==> src/rtl/uart_rx_pkg.sv <==
// Shared types and constants for the buffered UART receiver.
// Holds the receive FSM state encoding and the end-of-string character set.
package uart_rx_pkg;

    typedef enum logic [1:0] {
        IDLE  = 2'd0,
        START = 2'd1,
        DATA  = 2'd2,
        STOP  = 2'd3
    } rxState_t;

    localparam logic [7:0] CHAR_CR = 8'h0D;
    localparam logic [7:0] CHAR_LF = 8'h0A;

    // CR and LF both terminate a command line.
    function automatic logic isEos(input logic [7:0] b);
        return (b == CHAR_CR) || (b == CHAR_LF);
    endfunction

endpackage

==> src/rtl/uart_rx_buffered_baud_tick.sv <==
// Free-running oversample tick generator: one-cycle pulse every
// CLK_FREQ/(BAUD_RATE*OVERSAMPLING) clocks (integer truncation).
module uart_baud_tick #(
    parameter int CLK_FREQ     = 50_000_000,
    parameter int BAUD_RATE    = 115200,
    parameter int OVERSAMPLING = 16
) (
    input  logic clk_50mhz,
    input  logic rst,
    output logic tick
);

    localparam int DIV   = CLK_FREQ / (BAUD_RATE * OVERSAMPLING);
    localparam int CNT_W = (DIV > 1) ? $clog2(DIV) : 1;
    localparam logic [CNT_W-1:0] CNT_LAST = CNT_W'((DIV > 1) ? DIV - 1 : 0);

    logic [CNT_W-1:0] cnt_q, cnt_d;
    logic             tick_q, tick_d;

    always_comb begin
        cnt_d  = cnt_q + 1'b1;
        tick_d = 1'b0;
        if (cnt_q == CNT_LAST) begin
            cnt_d  = '0;
            tick_d = 1'b1;
        end
    end

    always_ff @(posedge clk_50mhz or posedge rst) begin
        if (rst) begin
            cnt_q  <= '0;
            tick_q <= 1'b0;
        end else begin
            cnt_q  <= cnt_d;
            tick_q <= tick_d;
        end
    end

    assign tick = tick_q;

endmodule

==> src/rtl/uart_rx_buffered.sv <==
// Oversampling 8N1 UART receiver with line-occupancy counter and CR/LF detection.
// Define UART_RX_FRAMING_CHECK_EN to discard frames whose stop bit samples low.
module uart_rx_buffered
    import uart_rx_pkg::*;
#(
    parameter int CLK_FREQ        = 50_000_000,
    parameter int BAUD_RATE       = 115200,
    parameter int OVERSAMPLING    = 16,
    parameter int RX_BUFFER_DEPTH = 32
) (
    input  logic       clk_50mhz,
    input  logic       rst,
    input  logic       rx_in,
    output logic [7:0] rx_data,
    output logic       rx_valid,
    output logic       eos_flag,
    output logic       buffer_full
);

    localparam int OCC_W  = $clog2(RX_BUFFER_DEPTH + 1);
    localparam int TCNT_W = $clog2(OVERSAMPLING);
    localparam logic [TCNT_W-1:0] HALF_LAST = TCNT_W'(OVERSAMPLING / 2 - 1);
    localparam logic [TCNT_W-1:0] BIT_LAST  = TCNT_W'(OVERSAMPLING - 1);
    localparam logic [OCC_W-1:0]  DEPTH     = OCC_W'(RX_BUFFER_DEPTH);

    logic baudTick;

    uart_baud_tick #(
        .CLK_FREQ     (CLK_FREQ),
        .BAUD_RATE    (BAUD_RATE),
        .OVERSAMPLING (OVERSAMPLING)
    ) uBaudTick (
        .clk_50mhz (clk_50mhz),
        .rst       (rst),
        .tick      (baudTick)
    );

    logic              sync1_q, sync2_q, prev_q;
    rxState_t          state_q, state_d;
    logic [TCNT_W-1:0] tickCnt_q, tickCnt_d;
    logic [2:0]        bitIdx_q, bitIdx_d;
    logic [7:0]        shift_q, shift_d;
    logic [OCC_W-1:0]  occ_q, occ_d;
    logic [7:0]        rxData_q, rxData_d;
    logic              rxValid_q, rxValid_d;
    logic              eos_q, eos_d;
    logic              fallingEdge;
    logic              frameOk;

    // Synchronizer and edge-history flops idle high so release from reset is not an edge.
    always_ff @(posedge clk_50mhz or posedge rst) begin
        if (rst) begin
            sync1_q <= 1'b1;
            sync2_q <= 1'b1;
            prev_q  <= 1'b1;
        end else begin
            sync1_q <= rx_in;
            sync2_q <= sync1_q;
            prev_q  <= sync2_q;
        end
    end

    assign fallingEdge = prev_q & ~sync2_q;

`ifdef UART_RX_FRAMING_CHECK_EN
    assign frameOk = sync2_q;
`else
    assign frameOk = 1'b1;
`endif

    always_comb begin
        state_d   = state_q;
        tickCnt_d = tickCnt_q;
        bitIdx_d  = bitIdx_q;
        shift_d   = shift_q;
        occ_d     = occ_q;
        rxData_d  = rxData_q;
        rxValid_d = 1'b0;
        eos_d     = eos_q;

        case (state_q)
            IDLE: begin
                if (fallingEdge) begin
                    state_d   = START;
                    tickCnt_d = '0;
                end
            end

            START: begin
                if (baudTick) begin
                    if (tickCnt_q == HALF_LAST) begin
                        tickCnt_d = '0;
                        if (!sync2_q) begin
                            state_d  = DATA;
                            bitIdx_d = 3'd0;
                            eos_d    = 1'b0;
                        end else begin
                            state_d = IDLE;
                        end
                    end else begin
                        tickCnt_d = tickCnt_q + 1'b1;
                    end
                end
            end

            DATA: begin
                if (baudTick) begin
                    if (tickCnt_q == BIT_LAST) begin
                        tickCnt_d         = '0;
                        shift_d[bitIdx_q] = sync2_q;
                        if (bitIdx_q == 3'd7) begin
                            state_d = STOP;
                        end else begin
                            bitIdx_d = bitIdx_q + 3'd1;
                        end
                    end else begin
                        tickCnt_d = tickCnt_q + 1'b1;
                    end
                end
            end

            STOP: begin
                // Leaving at mid-stop lets a start edge in the stop bit's second half be caught.
                if (baudTick) begin
                    if (tickCnt_q == BIT_LAST) begin
                        tickCnt_d = '0;
                        state_d   = IDLE;
                        if (frameOk) begin
                            if (isEos(shift_q)) begin
                                rxData_d  = shift_q;
                                rxValid_d = 1'b1;
                                occ_d     = '0;
                                eos_d     = 1'b1;
                            end else if (occ_q != DEPTH) begin
                                rxData_d  = shift_q;
                                rxValid_d = 1'b1;
                                occ_d     = occ_q + 1'b1;
                            end
                        end
                    end else begin
                        tickCnt_d = tickCnt_q + 1'b1;
                    end
                end
            end

            default: begin
                state_d = IDLE;
            end
        endcase
    end

    always_ff @(posedge clk_50mhz or posedge rst) begin
        if (rst) begin
            state_q   <= IDLE;
            tickCnt_q <= '0;
            bitIdx_q  <= 3'd0;
            shift_q   <= 8'h00;
            occ_q     <= '0;
            rxData_q  <= 8'h00;
            rxValid_q <= 1'b0;
            eos_q     <= 1'b0;
        end else begin
            state_q   <= state_d;
            tickCnt_q <= tickCnt_d;
            bitIdx_q  <= bitIdx_d;
            shift_q   <= shift_d;
            occ_q     <= occ_d;
            rxData_q  <= rxData_d;
            rxValid_q <= rxValid_d;
            eos_q     <= eos_d;
        end
    end

    assign rx_data     = rxData_q;
    assign rx_valid    = rxValid_q;
    assign eos_flag    = eos_q;
    assign buffer_full = (occ_q == DEPTH);

endmodule

==> config.mk <==
export PLATFORM = sky130hd
export DESIGN_NAME = uart_rx_buffered
export DESIGN_NICKNAME = d
export VERILOG_FILES = /design/src/rtl/uart_rx_pkg.sv /design/src/rtl/uart_rx_buffered_baud_tick.sv /design/src/rtl/uart_rx_buffered.sv
export SDC_FILE = /design/constraint.sdc
export NUM_CORES = 1
export LEC_CHECK = 0
export ABC_CLOCK_PERIOD_IN_PS = 2400
export BUFFER_PORTS_ARGS = -buffer_cell sky130_fd_sc_hd__buf_2
export CAP_MARGIN = 15
export CELL_PAD_IN_SITES_DETAIL_PLACEMENT = 0
export CELL_PAD_IN_SITES_GLOBAL_PLACEMENT = 1
export CORE_ASPECT_RATIO = 0.7
export CORE_UTILIZATION = 48
export CTS_CLUSTER_SIZE = 14
export DETAILED_ROUTE_END_ITERATION = 16
export PLACE_DENSITY_LB_ADDON = 0.05
export SLEW_MARGIN = 20
export SYNTH_ARGS = -nofsm -noshare
export SYNTH_HDL_FRONTEND = slang
export SYNTH_SLANG_ARGS = --single-unit
==> constraint.sdc <==
create_clock -name clk_50mhz -period 2.4 [get_ports clk_50mhz]
set_input_delay 0.48 -clock clk_50mhz [delete_from_list [all_inputs] [get_ports clk_50mhz]]
set_output_delay 0.48 -clock clk_50mhz [all_outputs]
set_load 0.01 [all_outputs]
Word level (Yosys, flattened, before mapping)
Index checks and enable logic that the tools add are counted.
- flip-flop bits (word level): 42
- latch bits: 0
- bits in writable memories: 0
- memory bits (read-only): 0
- output and inout port bits: 11
- word-level logic and storage cells: 101
- memories kept: 0
- add/subtract/negate cells: 4
- multiply operators: 0
- div/mod/pow operators: 0
- magnitude comparators: 2
- equality and inequality tests: 23
- shift operators: 0
- multiplexer cells: 44
- bitwise operators: 2
- reduce and logical (&&, ||, !) cells: 13
- operator list (cell ; number):
    two-way mux 4 bit ; 5
    two-way mux 2 bit ; 9
    two-way mux 3 bit ; 6
    == test 8 x 4 -> 1 bit (second input constant) ; 2
    two-way mux 8 bit ; 2
    inequality test 2 bit (second input constant) ; 8
    AND reduction 7 bit ; 2
    two-way mux 1 bit ; 13
    two-way mux 6 bit ; 2
    one-hot mux 4 bit (3 select lines) ; 1
    bitwise mux 8 bit ; 1
    inequality test 2 x 1 -> 1 bit (second input constant) ; 4
    one-hot mux 2 bit (4 select lines) ; 1
    AND reduction 8 bit ; 1
    adder 6 x 1 -> 6 bit (second input constant) ; 1
    == test 6 bit (second input constant) ; 1
    inequality test 6 bit (second input constant) ; 1
    one-hot mux 3 bit (2 select lines) ; 1
    AND reduction 3 bit ; 2
    nonzero test 2 bit ; 3
    adder 5 x 1 -> 5 bit (second input constant) ; 1
    == test 5 bit (second input constant) ; 1
    two-way mux 5 bit ; 1
    adder 4 x 1 -> 4 bit (second input constant) ; 1
    17 further kinds ; 18

Longest topological paths before layout
Gate-level depths: netlist (run 1).
- word-level depth: 6
- depth in mapped cells: 7

Hierarchy
From an unflattened synthesis (run 1), not the netlist that was laid out.
- cell total of the unflattened synthesis: 182
- area, all modules: 2048.2 sq um
- by module, submodules not included (module ; instances ; cells an instance ; area an instance (sq um) ; seq. area each (sq um)):
    uart_rx_buffered ; 1 ; 156 ; 1752.9 ; 904.6
    uart_baud_tick ; 1 ; 26 ; 295.3 ; 150.1

Worst setup path before layout (run 1)
OpenSTA, ideal clock, no wires.
- path kind: register -> register
- start: reg tickCnt_q[0]
- end: reg rxData_q[0] (netlist: rx_data[0])
- setup time: 0.125 ns
- arrival time: 1.590 ns
- required time: 2.275 ns
- path slack: 0.685 ns
- stages on the path, launching flop included: 7
- path buffers: 1
- cell sequence: dfrtp_1 -> ha_1 -> and3_4 -> nand4_4 -> a21oi_2 -> buf_6 -> mux2_4
- word-level cells in the longest chain between the ends: 2
- ends and longest elaborated chain (item ; line ; text):
    start, declared ; uart_rx_buffered.sv:40 ; logic [TCNT_W-1:0] tickCnt_q, tickCnt_d;
    start signal, assigned ; uart_rx_buffered.sv:164 ; tickCnt_q <= tickCnt_d;
    == test 4 bit ; uart_rx_buffered.sv:125 ; if (tickCnt_q == BIT_LAST) begin
    AND reduction 4 bit (no line) ; n/a ;
    end signal, assigned ; uart_rx_buffered.sv:168 ; rxData_q <= rxData_d;
    end, declared ; uart_rx_buffered.sv:44 ; logic [7:0] rxData_q, rxData_d;
No other way between the ends.
A chain may end at the register's enable or synchronous reset.

Worst setup path after layout (run 1)
- start: reg occ_q[1]
- end: out buffer_full
- word-level cells in the longest chain between the ends: 1
- ends and longest elaborated chain (item ; line ; text):
    start, declared ; uart_rx_buffered.sv:43 ; logic [OCC_W-1:0] occ_q, occ_d;
    start signal, assigned ; uart_rx_buffered.sv:158 ; occ_q <= '0;
    start signal, assigned ; uart_rx_buffered.sv:167 ; occ_q <= occ_d;
    == test 6 bit ; uart_rx_buffered.sv:177 ; assign buffer_full = (occ_q == DEPTH);
    end, declared ; uart_rx_buffered.sv:17 ; output logic buffer_full
No other way between the ends.

==> summary.txt, run 1 <==
Logic synthesis
  • Synth Cell Area: about 2000 sq um
  • Synth Flop Type: dfrtp_1
  • Yosys reg bits: 42
  • Warning count from the yosys run: 0
  • Syn Inst Count: 177
  • Post-synth cell types: between 40 and 50
  • EDFF count, synth: 0
  • Register area share after synthesis: 52.2%
  • Async SR Flop Fraction: between 90% and 100%
  • Mean area per synthesized cell: 11.4 sq um
  • Syn nets: 187

Timing
  • Max frequency: 498 MHz
  • Final Slew Violations: 0
  • RSZ-0062 raised after global routing: no
  • Worst slew pin tran: 0.523 ns
  • Final period util: 83.6%
  • Worst hold slack: 0.276 ns
  • Clock skew: 0.00171 ns
  • Slew margin rel.: between 60% and 70%
  • Fin Setup TNS: 0 ns
  • Post-route setup slack: just under 0.4 ns
  • Final hold vios: 0
  • Endpoints failing setup: 0
  • Minimum period implied by the final worst setup slack: roughly 2.0 ns

Route
  • Initial drt markers: 44
  • Post-DR vias/cell: approximately 5.6
  • Final routed DRC violation total: 0
  • Routed len/inst: 14.9 um
  • Routed wire length: around 3700 um
  • Final ANT Viol Nets: 0
  • Via count: ~1400
  • Drt first pass iters: 6

Flow run
  • Max-cap violations: 0

Setup path
  • Crit Path Max Fanout: 3
  • Critical Path RT: 1.92 ns
  • Crit Path Class: reg -> out
  • Startpoint Class: register
  • CP Capture Type: output pin
  • CP Data Arrival Time: 1.53 ns

Placed design
  • RD Place Congestion: around 0.82
  • Half-perimeter wire length after placement: 2580 um
  • Place WS: 0.531 ns
  • DP Cell Count: 237
  • Buffers on Ports: 13

Floorplan
  • Starting Density: 50.9%
  • Die Footprint: 4480 sq um
  • Chip height: 56.3 um
  • Die Wd: 79.6 um
  • Num rows: 19
  • # IOs: 14
  • Core box area: 3970 sq um

Final layout
  • Sequential cell area: around 1100 sq um
  • Fillers: 356
  • Syn-to-layout area delta: 9.53%
  • Multi-input logic area: 882 sq um
  • Diodes inserted: 0
  • NumNets Final: 202
  • Fin cells: around 250
  • Layout cells sized above 1: 20.2%

Global route
  • Initial antenna violation count: 0
  • GRT overflow: 0
  • GRT Util Overall: between 10% and 20%
  • Largest net degree at the start of global routing: 43
  • Vias in the first global route: 1321
  • First-pass GRT wire length: 6360 um

Clock network
  • Max clock buf depth: 2
  • Buffer count from post-CTS setup fixing: 0
  • CTS tree: built
  • Clk sinks: 42
  • Reg clk slew, reported paths: about 0.080 ns
  • H-Tree Depth: 2
  • Clk Latency, worst-skew pair: 0.29 ns
  • Clk Tree Root Cell: clkbuf_8
  • Num CTS Buffers: 5
  • Post-CTS Hold Buffers: 0
  • Post_cts resized: 0

Pwr
  • VDD IR max: roughly 0.00040 V
  • P_leak: ~1.0 nW
  • Design Power: 1.27 mW
  • Pwr Density: around 570 nW/um^2

Outcome
  • Status: finished clean

Worst hold path
  • Hold Crit Class: in -> reg
critical path, cell delays in order (launching register included):
cell and delay [ns]:
dfrtp_1 0.39, inv_1 0.10, ha_1 0.16, nand2_1 0.06, nor4_2 0.31, buf_2 0.21
cell usage after synthesis (2+ instances only):
cell / count / area share [%]
dfrtp_1: 39 / 48
nand2_1: 12 / 2.2
o21ai_0: 12 / 3.0
inv_1: 11 / 2.0
nand3_1: 8 / 2.0
o31ai_1: 8 / 3.0
ha_1: 7 / 4.3
mux2_4: 7 / 5.2
nor2_1: 7 / 1.3
a21oi_1: 6 / 1.5
o21ai_1: 6 / 1.5
mux2i_1: 4 / 2.0
dfstp_2: 3 / 3.9
nand4_1: 3 / 0.93
nor3b_1: 3 / 1.1
xnor2_1: 3 / 1.3
a22o_1: 2 / 0.87
and3_1: 2 / 0.62
and4_1: 2 / 0.87
buf_2: 2 / 0.50
buf_4: 2 / 0.74
clkbuf_1: 2 / 0.37
mux2_1: 2 / 1.1
nor4b_1: 2 / 0.87
or4_1: 2 / 0.74
xor2_1: 2 / 0.87
flip-flops by register name, summed over array words and instances (netlist names), named ones only:
register and cells:
occ_q 6, eos_flag 1, bitIdx_q 3, rx_valid 1, sync1_q 1, sync2_q 1, state_q 1, uBaudTick.tick 1
shift_q 8, prev_q 1, tickCnt_q 4, rx_data 8, uBaudTick.cnt_q 5
metrics by stage:
stage / area, sq um / util (%)
2_1_floorplan: 2020 / -
3_3_place_gp: 2120 / 53.5
3_5_place_dp: 2120 / 53.5
4_1_cts: 2210 / 55.8
5_1_grt: 2210 / 55.8
6_report: 2210 / 55.8
power by group:
group	switching (mW)	internal, mW
clock network	0.235	0.232
registers	0.0281	0.726
logic	0.0329	0.0167
metal layers:
layer  GRT usage, %  share of wire [%]
met5              0                  0
met4           7.79                1.7
met3           5.53                4.4
met2           26.6                 41
met1           28.4                 53
layout by cell type (no fill, tap or decap), types with 3 or more instances in the layout:
cell type / count
xnor2_1: 3
mux2i_1: 4
nand4_1: 3
o21ai_0: 12
clkbuf_8: 6
inv_1: 11
dfrtp_1: 39
nor3b_1: 3
buf_2: 13
ha_1: 7
mux2_4: 7
nand2_1: 12
nor2_1: 7
dfstp_2: 3
o21ai_1: 6
a21oi_1: 6
nand3_1: 8
o31ai_1: 8
worst paths after layout:
check                                         start                     end  depth (start not counted)  slack, ns
max                            occ_q[1]$_DFFE_PP0P_             buffer_full                          5       0.39
min                                           rx_in       sync1_q$_DFF_PP1_                          1       0.28
max reg2reg                tickCnt_q[0]$_DFFE_PP0P_  rx_data[6]$_DFFE_PP0P_                          6       0.51
min reg2reg                       sync1_q$_DFF_PP1_       sync2_q$_DFF_PP1_                          0       0.36
max in group asynchronous                       rst       sync2_q$_DFF_PP1_                          3       1.74
min in group asynchronous                       rst  shift_q[2]$_DFFE_PP0P_                          3       0.30
cells by family after synthesis:
group                      count (synthesis)  synth area share, %
AOI/OAI and AO/OA                         43                 13.7
xor gates and xnor gates                   5                 2.17
adders and majority gates                  7                 4.33
buffers and inverters                     18                 4.21
DFF                                       42                 52.2
muxes                                     13                 8.29
and+or+nand+nor                           49                 15.1
final cells by class:
| type | count | share of cell area (%) |
|---|---|---|
| Clock buffer | 7 | 3.90 |
| Sequential cell | 42 | 47.6 |
| Clock inverter | 1 | 0.226 |
| Timing Repair Buffer | 15 | 3.62 |
| Multi-Input combinational cell | 117 | 39.8 |
| Tap cell | 52 | 2.94 |
| Inverter | 11 | 1.86 |
Power figures use the tool's default switching activity.
==> inputs of run 2 (changes only) <==
--- a/config.mk
+++ b/config.mk
@@ -5,7 +5,7 @@
 export SDC_FILE = /design/constraint.sdc
 export NUM_CORES = 1
 export LEC_CHECK = 0
-export ABC_CLOCK_PERIOD_IN_PS = 2400
+export ABC_CLOCK_PERIOD_IN_PS = 2000
 export BUFFER_PORTS_ARGS = -buffer_cell sky130_fd_sc_hd__buf_2
 export CAP_MARGIN = 15
 export CELL_PAD_IN_SITES_DETAIL_PLACEMENT = 0
==> constraint.sdc (replaced) <==
create_clock -name clk_50mhz -period 2 [get_ports clk_50mhz]
set_input_delay 0.4 -clock clk_50mhz [delete_from_list [all_inputs] [get_ports clk_50mhz]]
set_output_delay 0.4 -clock clk_50mhz [all_outputs]
set_load 0.01 [all_outputs]
==> summary.txt, run 2 (synthesis results as in run 1) <==
Outcome
  • Status: finished clean

Setup path
  • CP max stage cell: dfrtp_1
  • CP Capture Type: output pin
  • Cells along the critical path: inv_1 > ha_1 > nand2_1 > nor4_4 > buf_2
  • CP delay by family, top: flip-flops
  • Register-to-Register Setup Slack: 0.22 ns
  • Startpoint Class: register
  • Reg2reg start: shift_q[0]$_DFFE_PP0P_
  • Crit Path Class: reg -> out
  • Max incr delay on CP: 0.40 ns
  • Critical Path RT: approximately 1.6 ns
  • Critical Path Start: occ_q[1]$_DFFE_PP0P_
  • Worst path bufs/invs: 2
  • Crit Path Max Fanout: 3
  • CP Data Arrival Time: 1.44 ns
  • R2r endpoint: rx_data[6]$_DFFE_PP0P_
  • Reg2reg path depth: 5
  • CP Depth: 5
  • Crit path capture: buffer_full

Pwr
  • Logic gate share of total power: 3.7%
  • P_leak: 1.02 nW
  • Net load switching power: roughly 0.37 mW
  • Clock power share: about two fifths
  • Sw Ratio: between 20% and 30%
  • Pwr Density: roughly 700 nW/um^2
  • Design Power: 1.60 mW
  • VDD IR max: around 0.00042 V
  • Cell internal pwr: roughly 1.2 mW
  • Reg power frac: 56.4%

Final layout
  • NumNets Final: a little over 200
  • Multi-input logic area: 891 sq um
  • Commonest non-fill, non-tap cells in the layout: dfrtp_1 (39), buf_2 (13), nand2_1 (12), o21ai_0 (12), inv_1 (11)
  • Layout cells sized above 1: a little over a fifth
  • Fillers: 327
  • Syn-to-layout area delta: 11.6%
  • Commonest non-fill, non-tap cell in the layout: dfrtp_1
  • Sequential cell area: 1050 sq um
  • Diodes inserted: 0
  • Fin cells: about 250
  • Final non-filler cell area: 2260 sq um

Global route
  • GRT met2 Usage: about 29%
  • Most used routing layer: met1
  • GRT Util Overall: 20.6%
  • Largest net degree at the start of global routing: 43
  • GRT overflow: 0
  • Met1 GRT Util: 30.2%
  • First-pass GRT wire length: 6840 um
  • Vias in the first global route: 1399
  • Initial antenna violation count: 0
  • GR Util met3: 5.53%

Timing
  • RSZ-0062 raised after global routing: no
  • Final Slew Violations: 0
  • Final hold vios: 0
  • Endpoints failing setup: 0
  • Final period util: between 90% and 100%
  • Fin Setup TNS: 0 ns
  • Max frequency: 542 MHz
  • Minimum period implied by the final worst setup slack: 1.84 ns
  • Worst slew pin tran: around 0.52 ns
  • Slew margin rel.: ~65%
  • Clock skew: 0.00639 ns

Placed design
  • DP Cell Count: 239
  • RD Place Congestion: 0.816
  • Buffers on Ports: 13
  • Half-perimeter wire length after placement: 2820 um
  • Dpl cell area: 2140 sq um

Floorplan
  • Die Footprint: 4480 sq um
  • # IOs: 14
  • Starting Density: 50.9%
  • Num rows: 19
  • Die Wd: 79.6 um
  • Core box area: 3970 sq um
  • Chip height: about 56 um

Clock network
  • Clk Latency, worst-skew pair: roughly 0.30 ns
  • Num CTS Buffers: 5
  • Clk sinks: 42
  • Clk Tree Root Cell: clkbuf_8
  • Reg clk slew, reported paths: 0.08 ns
  • Post-CTS Hold Buffers: 0
  • Max clock buf depth: 2
  • H-Tree Depth: 2
  • Buffer count from post-CTS setup fixing: 0
  • CTS tree: built

Worst hold path
  • Hold Crit Class: in -> reg

Route
  • Final ANT Viol Nets: 0
  • Final routed DRC violation total: 0
  • Post-DR vias/cell: around 5.6
  • Via count: 1378
  • Drt first pass iters: 4
  • Routed wire length: 3870 um
  • Routed len/inst: 15.7 um
  • Initial drt markers: ~80

Flow run
  • Max-cap violations: 0
-- run 2: cell count changes in the layout (fill, tap and decap cells not counted) --
cell      delta
buf_4        +2
clkbuf_8     +2
clkinv_2     -1
clkbuf_1     -1
nor4_2       -1
nor4_4       +1
-- run 2: through the flow --
step                      hold slack, ns  setup slack (ns)  util (%)
final                              0.190             0.156      56.9
after global routing               0.169            0.0161      56.9
after CTS                          0.182            0.0464      56.6
after detailed placement           0.347             0.227      53.9
after global placement             0.350             0.275      53.9
after floorplan                    0.345             0.285         -
-- run 2: worst min path at each step --
| stage | start | endpoint | depth (start not counted) | slack [ns] |
|---|---|---|---|---|
| after floorplan | sync1_q$_DFF_PP1_ | sync2_q$_DFF_PP1_ | 0 | 0.35 |
| after global placement | sync1_q$_DFF_PP1_ | sync2_q$_DFF_PP1_ | 0 | 0.35 |
| after detailed placement | sync1_q$_DFF_PP1_ | sync2_q$_DFF_PP1_ | 0 | 0.35 |
| after CTS | rx_in | sync1_q$_DFF_PP1_ | 1 | 0.18 |
| after global routing | rx_in | sync1_q$_DFF_PP1_ | 1 | 0.17 |
| final | rx_in | sync1_q$_DFF_PP1_ | 1 | 0.19 |
-- run 2: power groups by stage --
| stage | logic, mW | registers, mW | clock network (mW) |
|---|---|---|---|
| final | 0.0595 | 0.905 | 0.640 |
| after global routing | 0.0707 | 0.909 | 0.700 |
| after CTS | 0.0618 | 0.904 | 0.656 |
| after detailed placement | 0.0611 | 0.921 | 0 |
| after global placement | 0.0600 | 0.919 | 0 |
| after floorplan | 0.0667 | 0.898 | 0 |
-- run 2: area by class of cell --
| type | instances | share of cell area, % |
|---|---|---|
| inverter | 11 | 1.83 |
| clock buffer | 8 | 4.88 |
| tap | 52 | 2.88 |
| timing repair buffer | 17 | 4.21 |
| sequential | 42 | 46.7 |
| multi-input combinational | 117 | 39.5 |
-- run 2: layer usage --
layer  up-vias  wire length (um)
li1        674                 -
met1       669              2020
met2        26              1630
met3         9               139
met4         0                75
met5         -                 0
-- run 2: repair_timing --
item / in CTS / in global routing
hold endpoints to repair: 0 / 0
resized for setup: 0 / 1
setup endpoints to repair: 0 / 1
